$ cat src/rtl/data_plane_rx_if.sv
// Bundle of node-id, packet stream and GPP read-side signals for data_plane_rx.
// Latency: none; this file only groups wires.
// Backpressure: none on the packet stream; the GPP pops with gpp_rd.
interface data_plane_rx_if #(
    parameter int ADDR_W = 4
);
    logic [15:0]     node_id;
    logic [31:0]     data_rx_packet;
    logic            gpp_rd;
    logic [15:0]     rx_data_out;
    logic [15:0]     rx_src_id;
    logic [ADDR_W:0] rx_count;
    logic            rx_empty;
    logic            rx_done;
    logic            rx_drop;
    logic            rx_abort;

    // Environment side: supplies the node id and the packet stream, and pops words.
    modport master (
        output node_id, data_rx_packet, gpp_rd,
        input  rx_data_out, rx_src_id, rx_count, rx_empty, rx_done, rx_drop, rx_abort
    );

    // Receiver side.
    modport slave (
        input  node_id, data_rx_packet, gpp_rd,
        output rx_data_out, rx_src_id, rx_count, rx_empty, rx_done, rx_drop, rx_abort
    );
endinterface

$ cat src/rtl/data_plane_rx.sv
// Data plane receiver: matches packets addressed to node_id and buffers whole messages for the GPP.
// Latency: last payload beat is readable one cycle later, together with the rx_done pulse.
// Backpressure: none upstream; a message is dropped (rx_drop) if the FIFO lacks room at its header.
module data_plane_rx #(
    parameter int ADDR_W    = 4,
    parameter int PKT_WORDS = 4
) (
    input  logic         clk,
    input  logic         rst,
    data_plane_rx_if.slave bus
);
    localparam int DEPTH = 1 << ADDR_W;
    localparam int PW    = ADDR_W + 1;
    localparam int BW    = (PKT_WORDS > 1) ? $clog2(PKT_WORDS) : 1;

    typedef enum logic [1:0] {IDLE, RECV, DROP} state_t;

    state_t          state_q;
    logic [BW-1:0]   beat_q;
    logic [15:0]     src_hold_q;
    logic [15:0]     rx_src_id_q;
    logic            rx_done_q;
    logic            rx_drop_q;
    logic            rx_abort_q;
    logic [PW-1:0]   rd_ptr_q;
    logic [PW-1:0]   wr_ptr_q;
    logic [PW-1:0]   commit_ptr_q;
    logic [15:0]     mem_q [DEPTH];

    logic            pkt_match;
    logic            last_beat;
    logic [PW-1:0]   used_words;
    logic [PW:0]     free_space;
    logic            has_room;
    logic [PW-1:0]   count_d;
    logic            pop;
    logic            wr_en;

    // An all-zero word is the idle packet and never matches, even for a zero address field.
    assign pkt_match  = (bus.data_rx_packet != 32'd0) && (bus.data_rx_packet[31:16] == bus.node_id);
    assign last_beat  = (beat_q == BW'(PKT_WORDS - 1));
    // Room is measured against wr_ptr so an in-flight message would also be accounted for.
    assign used_words = wr_ptr_q - rd_ptr_q;
    assign free_space = (PW + 1)'(DEPTH) - {1'b0, used_words};
    assign has_room   = (free_space >= (PW + 1)'(PKT_WORDS));
    // Only committed words are visible to the GPP.
    assign count_d    = commit_ptr_q - rd_ptr_q;
    assign pop        = bus.gpp_rd && (count_d != '0);
    assign wr_en      = (state_q == RECV) && pkt_match;

    assign bus.rx_data_out = mem_q[rd_ptr_q[ADDR_W-1:0]];
    assign bus.rx_count    = count_d;
    assign bus.rx_empty    = (count_d == '0);
    assign bus.rx_src_id   = rx_src_id_q;
    assign bus.rx_done     = rx_done_q;
    assign bus.rx_drop     = rx_drop_q;
    assign bus.rx_abort    = rx_abort_q;

    // Payload storage; contents are left unreset since pointers define validity.
    always_ff @(posedge clk) begin
        if (wr_en) begin
            mem_q[wr_ptr_q[ADDR_W-1:0]] <= bus.data_rx_packet[15:0];
        end
    end

    // Message FSM, pointer management and registered status pulses.
    always_ff @(posedge clk) begin
        if (rst) begin
            state_q      <= IDLE;
            beat_q       <= '0;
            src_hold_q   <= '0;
            rx_src_id_q  <= '0;
            rx_done_q    <= 1'b0;
            rx_drop_q    <= 1'b0;
            rx_abort_q   <= 1'b0;
            rd_ptr_q     <= '0;
            wr_ptr_q     <= '0;
            commit_ptr_q <= '0;
        end else begin
            rx_done_q  <= 1'b0;
            rx_drop_q  <= 1'b0;
            rx_abort_q <= 1'b0;
            if (pop) begin
                rd_ptr_q <= rd_ptr_q + PW'(1);
            end
            case (state_q)
                IDLE: begin
                    if (pkt_match) begin
                        src_hold_q <= bus.data_rx_packet[15:0];
                        beat_q     <= '0;
                        if (has_room) begin
                            state_q <= RECV;
                        end else begin
                            state_q   <= DROP;
                            rx_drop_q <= 1'b1;
                        end
                    end
                end
                RECV: begin
                    if (pkt_match) begin
                        wr_ptr_q <= wr_ptr_q + PW'(1);
                        beat_q   <= beat_q + BW'(1);
                        if (last_beat) begin
                            commit_ptr_q <= wr_ptr_q + PW'(1);
                            rx_src_id_q  <= src_hold_q;
                            rx_done_q    <= 1'b1;
                            state_q      <= IDLE;
                        end
                    end else begin
                        // Truncated message: discard everything written since the last commit.
                        wr_ptr_q   <= commit_ptr_q;
                        rx_abort_q <= 1'b1;
                        state_q    <= IDLE;
                    end
                end
                DROP: begin
                    if (pkt_match) begin
                        beat_q <= beat_q + BW'(1);
                        if (last_beat) begin
                            state_q <= IDLE;
                        end
                    end else begin
                        state_q <= IDLE;
                    end
                end
                default: state_q <= IDLE;
            endcase
        end
    end
endmodule

$ cat src/flat_wrapper.sv
// flat-port wrapper written by rule: the top's interface ports become plain ports
module data_plane_rx_flat 
#(
    parameter int ADDR_W    = 4,
    parameter int PKT_WORDS = 4
)
  (clk, rst, bus_node_id, bus_data_rx_packet, bus_gpp_rd, bus_rx_data_out, bus_rx_src_id, bus_rx_count, bus_rx_empty, bus_rx_done, bus_rx_drop, bus_rx_abort);
  data_plane_rx_if #(.ADDR_W(ADDR_W)) bus_i ();
  input  logic clk;
  input  logic rst;
  input wire logic [$bits(bus_i.node_id)-1:0] bus_node_id;
  input wire logic [$bits(bus_i.data_rx_packet)-1:0] bus_data_rx_packet;
  input wire logic [$bits(bus_i.gpp_rd)-1:0] bus_gpp_rd;
  output wire logic [$bits(bus_i.rx_data_out)-1:0] bus_rx_data_out;
  output wire logic [$bits(bus_i.rx_src_id)-1:0] bus_rx_src_id;
  output wire logic [$bits(bus_i.rx_count)-1:0] bus_rx_count;
  output wire logic [$bits(bus_i.rx_empty)-1:0] bus_rx_empty;
  output wire logic [$bits(bus_i.rx_done)-1:0] bus_rx_done;
  output wire logic [$bits(bus_i.rx_drop)-1:0] bus_rx_drop;
  output wire logic [$bits(bus_i.rx_abort)-1:0] bus_rx_abort;
  assign bus_i.node_id = bus_node_id;
  assign bus_i.data_rx_packet = bus_data_rx_packet;
  assign bus_i.gpp_rd = bus_gpp_rd;
  assign bus_rx_data_out = bus_i.rx_data_out;
  assign bus_rx_src_id = bus_i.rx_src_id;
  assign bus_rx_count = bus_i.rx_count;
  assign bus_rx_empty = bus_i.rx_empty;
  assign bus_rx_done = bus_i.rx_done;
  assign bus_rx_drop = bus_i.rx_drop;
  assign bus_rx_abort = bus_i.rx_abort;
  data_plane_rx #(.ADDR_W(ADDR_W), .PKT_WORDS(PKT_WORDS)) u_core (.clk(clk), .rst(rst), .bus(bus_i));
endmodule
$ cat config.mk
export PLATFORM = sky130hd
export DESIGN_NAME = data_plane_rx_flat
export DESIGN_NICKNAME = d
export VERILOG_FILES = /design/src/rtl/data_plane_rx_if.sv /design/src/rtl/data_plane_rx.sv /design/src/flat_wrapper.sv
export SDC_FILE = /design/constraint.sdc
export NUM_CORES = 1
export LEC_CHECK = 0
export CAP_MARGIN = 40
export CORE_ASPECT_RATIO = 0.8
export CORE_MARGIN = 3
export CORE_UTILIZATION = 40
export CTS_BUF_LIST = sky130_fd_sc_hd__clkbuf_16
export CTS_CLUSTER_DIAMETER = 120
export DETAILED_ROUTE_END_ITERATION = 10
export SETUP_SLACK_MARGIN = 0.15
export SLEW_MARGIN = 10
export SYNTH_ARGS = -nofsm -noshare
export SYNTH_HDL_FRONTEND = slang
export SYNTH_SLANG_ARGS = --single-unit
$ cat constraint.sdc
create_clock -name clk -period 8.9 [get_ports clk]
set_input_delay 1.78 -clock clk [delete_from_list [all_inputs] [get_ports clk]]
set_output_delay 1.78 -clock clk [all_outputs]
set_load 0.02 [all_outputs]
# Yosys cells after proc, flatten, opt, wreduce, memory -nomap -nowiden
# Memories as Yosys holds them, arrays and structs flattened. A register that Yosys moved wholly into a read port is not among the register bits.
# Cells that the tools add are included.
[word_totals]
mem_bits_rw = 256
ff_bits = 54
mem_count = 1
[op_classes]
n_bitwise = 3
n_reduce_logical = 16
n_addsub = 6
order_cmp = 1
n_mux = 16
eq_ne = 7
[memory_table]
columns = ["name", "words", "word_bits", "read_ports", "rd_ports_with_merged_regs", "write_ports", "line", "source"]
rows = [
  ["u_core.mem_q", 16, 16, 1, 1, 1, "data_plane_rx.sv:28", "logic [15:0] mem_q [DEPTH];"],
]
[ops]
columns = ["cell", "n"]
rows = [
  ["nonzero test 32 bit", 1],
  ["equality test 16 bit", 1],
  ["two-way mux 2 bit", 6],
  ["adder 5 x 1 -> 5 bit, second input constant", 2],
  ["subtractor 5 bit", 2],
  ["two-way mux 4 bit", 2],
  ["case mux 2 bit (2 select lines)", 2],
  [">= comparator 6 x 3 -> 1 bit, second input constant", 1],
  ["AND reduction 3 bit", 2],
  ["OR reduction 3 bit", 2],
  ["subtractor 5 x 5 -> 6 bit, first input constant", 1],
  ["logical NOT 5 bit", 1],
  ["two-way mux 1 bit", 5],
  ["two-way mux 5 bit", 1],
  ["nonzero test 5 bit", 1],
  ["equality test 2 bit, second input constant", 2],
  ["inequality test 2 x 1 -> 1 bit, second input constant", 2],
  ["AND reduction 2 bit", 2],
  ["OR reduction 2 bit", 2],
  ["logical AND 1 bit", 3],
  ["inequality test 3 bit, second input constant", 1],
  ["NOT 1 bit", 3],
  ["adder 2 x 1 -> 2 bit, second input constant", 1],
  ["equality test 2 x 1 -> 1 bit, second input constant", 1],
  ["2 further kinds", 2],
]

# Logic depth before layout (Yosys ltp)
[logic_depth]
depth_word = 6
ltp_mapped = 10
depth_no_buf = 10

# Least setup slack after synthesis
# No wires, ideal clock.
[synth_timing]
path_kind = "in2reg"
from = "in bus_data_rx_packet[31]"
to = "mem u_core.mem_q[4][0], enable pin"
n_path_buf = 2
path_stages = 7
t_required_ps = 8470
setup_time_ps = 430
t_arrival_ps = 4621
slack_ps = 3849
path_cell_list = "xor2_1 nor4_4 nand4_4 or2_1 buf_2 buf_4 nor4_1"
[synth_between]
elab_chain_len = 5
word_cells_on_any_way = 6
classes_between = "eq/ne: 1; mux: 2; reduce/logical: 3"
[synth_lines]
columns = ["element", "line", "source"]
rows = [
  ["from (decl)", "flat_wrapper.sv:12", "input wire logic [$bits(bus_i.data_rx_packet)-1:0] bus_data_rx_packet;"],
  ["nonzero test 32 bit / equality test 16 bit (equally long branches)", "data_plane_rx.sv:40", "assign pkt_match = (bus.data_rx_packet != 32'd0) && (bus.data_rx_packet[31:16] == bus.node_id);"],
  ["logical AND 1 bit (*)", "data_plane_rx.sv:40", ""],
  ["logical AND 1 bit (*)", "data_plane_rx.sv:49", "assign wr_en = (state_q == RECV) && pkt_match;"],
  ["two-way mux 1 bit (*)", "data_plane_rx.sv:61", "if (wr_en) begin"],
  ["two-way mux 1 bit (implied by the code) (*)", "data_plane_rx.sv:62", "mem_q[wr_ptr_q[ADDR_W-1:0]] <= bus.data_rx_packet[15:0];"],
  ["to (decl)", "data_plane_rx.sv:28", ""],
]
# Every way passes the cells marked *; elsewhere a longest branch is shown, timed or not.

# Worst setup path in the final report
[layout_timing]
from = "reg u_core.rd_ptr_q[1]"
to = "out bus_rx_empty"
[layout_between]
elab_chain_len = 2
[layout_lines]
columns = ["element", "line", "source"]
rows = [
  ["from (decl)", "data_plane_rx.sv:25", "logic [PW-1:0] rd_ptr_q;"],
  ["from (signal assigned)", "data_plane_rx.sv:84", "rd_ptr_q <= rd_ptr_q + PW'(1);"],
  ["subtractor 5 bit", "data_plane_rx.sv:47", "assign count_d = commit_ptr_q - rd_ptr_q;"],
  ["logical NOT 5 bit", "data_plane_rx.sv:53", "assign bus.rx_empty = (count_d == '0);"],
  ["to (decl)", "flat_wrapper.sv:17", "output wire logic [$bits(bus_i.rx_empty)-1:0] bus_rx_empty;"],
]
# Every way passes these cells.

==> summary.md <==
| Metric | Value |
|---|---|
| Number of enable-type register cells in the synthesized netlist | 256 |
| Global-route wire length before repair | 44,910 um |
| Syn Std Cell Area | 0.01274 sq mm |
| Clock-pin transition on the worst setup and hold timing paths | 0.07 ns |
| Worst hold path type | reg2reg |
| Area of the core | 0.03088 sq mm |
| Sequential cell area | 0.008853 sq mm |
| Layout-stage area growth over the synthesis result | 20.75% |
| Highest fanout seen on the critical path | 11 |
| Total of max-cap violations | 0 |
| Number of nets with antenna violations after detailed routing | 0 |
| Number of buffers created by CTS | 30 |
| Die extent in x | 205.5 um |
| Worst hold path endpoint | u_core.bus.rx_src_id[8] |
| Routed via count | 6,896 |
| Buffers plus inverters on the worst setup path | 2 |
| Mapped Nets | 766 |
| CTS hold repair buffers | 0 |
| Starting DRC count in detailed routing | 655 |
| Number of levels the H-tree was split into | 1 |
| Max-Slew Margin vs Limit | 0.3799 |
| Total gr overflow | 0 |
| Int Pwr | 2711 uW |
| Mean Syn Cell Area | 18.30 sq um |
| Sum of negative setup slack | 0 ns |
| Sequential fraction of the synthesis area | 0.6946 |
| Std cell rows | 57 |
| Count of unresolved DRC violations after routing | 0 |
| Effective utilization at floorplan | 0.4125 |
| Nets@finish | 888 |
| Worst slack on hold paths | 0.4948 ns |
| Synth warnings | 0 |
| Ordered cell list for the critical path | inv_1, ha_1, nor2b_1, o21a_1, or3_1, a2111oi_2, clkdlybuf4s50_1 |
| Cell with the biggest individual delay on the critical path | sky130_fd_sc_hd__a2111oi_2 |
| # clock sinks | 314 |
| Actual transition at the worst max-transition pin | 0.9284 ns |
| Longest individual stage delay on the worst path | 0.88 ns |
| Launching element type of the critical path | register |
| Start point of the worst min-delay path | u_core.bus.rx_src_id[8] |
| Total I/O pin count | 92 |
| Detailed placer's ending HPWL | 18,980 um |
| Register bit total from synthesis | 314 |
| Most instantiated flip-flop cell in the synthesis netlist | sky130_fd_sc_hd__edfxtp_1 |
| Average via count per standard cell | 5.499 |
| Share of cells above drive strength 1 | 0.2188 |
| Power share of the combinational group | 0.196 |
| Largest net degree at the start of global routing | 57 |
| Detailed-routing iteration count for the pre-antenna-repair pass | 5 |
| Part of the total power dissipated in sequential elements | 0.453 |
| Weighted congestion reported at the end of routability-driven placement | 0.8035 |
| Setup slack on the worst flop-to-flop path | 6.02 ns |
| Final clock period utilization by the worst path | 0.6166 |
| Largest delay contributor family on the critical path | compound AO/OA/AOI/OAI gates |
| Die height | 165.6 um |
| Initial antenna violation count | 0 |
| Port Buf Inserts | 91 |
| Proportion of power drawn by the clock network | 0.351 |
| Vias in the first global route | 7,246 |
| Max clock buf depth | 3 |
| Worst setup EP type | output port |
| Switch Pwr | 894.4 uW |
| CP required | 7.12 ns |
| Status | finished clean |
| Worst r2r dst | u_core.rd_ptr_q[3] |
| Routed wirelength normalized by instance count | 23.28 um |
| Worst setup path category | reg2out |
| Cts repair resizes | 0 |
| Depth of the worst register-to-register path | 8 |
| Unrepaired setup endpoints after global routing | no |
| Global-route usage over all layers | 0.1716 |
| Switching power as a share of total power | 0.2481 |
| Count of mapped cells out of synthesis | 696 |
| Count of final max-slew check failures | 0 |
| Clock tree from TritonCTS | done |
| Fin Clk Skew | 0.01285 ns |
| Asr flop ratio synth | 0 |
| Data arrival time of the worst path | 3.71 ns |
| Die Area | 0.03404 sq mm |
| Final setup violation count | 0 |
| Final min period | 5.488 ns |
| Startpoint of the worst-slack reg-to-reg timing path | u_core.rd_ptr_q[1] |
| Area of the multi-input gates | 0.003686 sq mm |
| Number of hold violations in the final report | 0 |
| P_leak | 0.004860 uW |
| Number of distinct library cell variants in the gate-level netlist after synthesis | 56 |
| ANT cells | 0 |
| Crit path depth | 7 |
| Insertion delay to the later sink of the worst-skew pair | 0.55 ns |
| F_max | 182.2 MHz |
| Worst IR drop on VDD | 0.1421 mV |
| Library cell used as clock root buffer | sky130_fd_sc_hd__clkbuf_16 |
| Buffer count from post-CTS setup fixing | 0 |
| WHS Path Cells | 2 |
| Detailed-route wire length | 29,190 um |
| Pwr/cell area | 234.4 mW/mm^2 |
| Number of filler instances in the final layout | 2,512 |
==> metrics by stage <==
step	instances	util	power, uW	area [sq um]	setup slack [ns]
3_5_place_dp	1199	0.4658	2388	14390	3.553
3_3_place_gp	1186	0.4591	2366	14180	3.466
4_1_cts	1254	0.4982	3650	15380	3.294
5_1_grt	1254	0.4982	3752	15380	3.130
6_report	1254	0.4982	3606	15380	3.412
2_1_floorplan	696	-	2133	12740	3.849
==> how the worst max path moves through the flow <==
stage / start / slack (ns) / endpoint
final: u_core.rd_ptr_q[1] / 3.41 / bus_rx_empty
after global routing: u_core.commit_ptr_q[0] / 3.13 / bus_rx_empty
after CTS: register / 3.29 / bus_rx_data_out[2]
after detailed placement: bus_data_rx_packet[10] / 3.55 / u_core.mem_q[3][8]
after global placement: bus_data_rx_packet[10] / 3.47 / u_core.mem_q[1][10]
after floorplan: bus_data_rx_packet[31] / 3.85 / u_core.mem_q[4][0]
==> power by group through the flow <==
stage               clock (uW)  sequential, uW  combinational, uW
floorplan                    0            1630                504
global placement             0            1670                699
detailed placement           0            1670                720
CTS                       1290            1640                722
global route              1350            1640                760
finish                    1260            1630                708
==> cell type report <==
cell class                 count  area share
clock buffer                  32     0.05205
clock inverter                23     0.01285
inverter                      19    0.004636
multi-input combinational    330      0.2396
sequential                   314      0.5755
tap                          413     0.03359
timing repair buffer         123     0.08174
==> state kept, by name, indices dropped and copies added, names as in the netlist, 2 cells and up, named ones only <==
signal	flops
u_core.commit_ptr_q	5
u_core.wr_ptr_q	5
u_core.rd_ptr_q	5
u_core.bus.rx_src_id	16
u_core.src_hold_q	16
u_core.state_q	2
u_core.mem_q	256
u_core.beat_q	2
==> cells in the final DEF, fill, tap and decap left out, drive strengths merged, types with 6 or more instances in the layout <==
cell,count
edfxtp,256
clkdlybuf4s50,90
mux4,80
dfxtp,58
nor2,56
mux2i,35
buf,33
clkbuf,32
inv,23
xor2,20
nor4,18
ha,17
clkinv,14
a21oi,13
nand2,12
nand4,9
o21ai,8
or3,6
and3,6
nor3,6
==> tightest hold or removal path: cells and delay by family, from the launching register on <==
kind             cells  cell delay [ns]
and+or+nand+nor      1             0.07
DFF                  1             0.32
muxes                1             0.07
==> cells in the mapped netlist, drive strengths merged (5+ instances only) <==
cell type	instances	share of area
or3	6	0.0029
nand4	9	0.0056
nor4	18	0.014
dfxtp	58	0.091
clkbuf	19	0.0057
ha	17	0.017
nor2	56	0.018
buf	14	0.0073
inv	19	0.0056
o21ai	8	0.0031
nand2	12	0.0035
xor2	20	0.014
xnor2	5	0.0034
nor3	6	0.0032
mux4	80	0.14
mux2i	35	0.027
and3	6	0.0029
a21oi	13	0.0051
edfxtp	256	0.60
==> cells by family (layout without fill, tap and decap cells) <==
kind of cell               after synthesis  after routing  share of synthesized area
and+or+nand+nor                        128            128                    0.05775
buffers and inverters                   52            197                    0.01856
xor gates and xnor gates                25             25                    0.01719
adders and majority gates               19             19                    0.01984
AOI/OAI and AO/OA                       43             43                    0.02318
muxes                                  115            115                     0.1689
DFF                                    314            314                     0.6946
==> routing by layer <==
metal / vias to the layer above / routed length [um] / GRT usage
met5: - / 0 / 0
met3: 32 / 1854 / 0.03042
li1: 3022 / - / -
met4: 0 / 393 / 0.03000
met1: 3588 / 13110 / 0.2594
met2: 254 / 13840 / 0.2659
(Power assumes the default switching activity.)
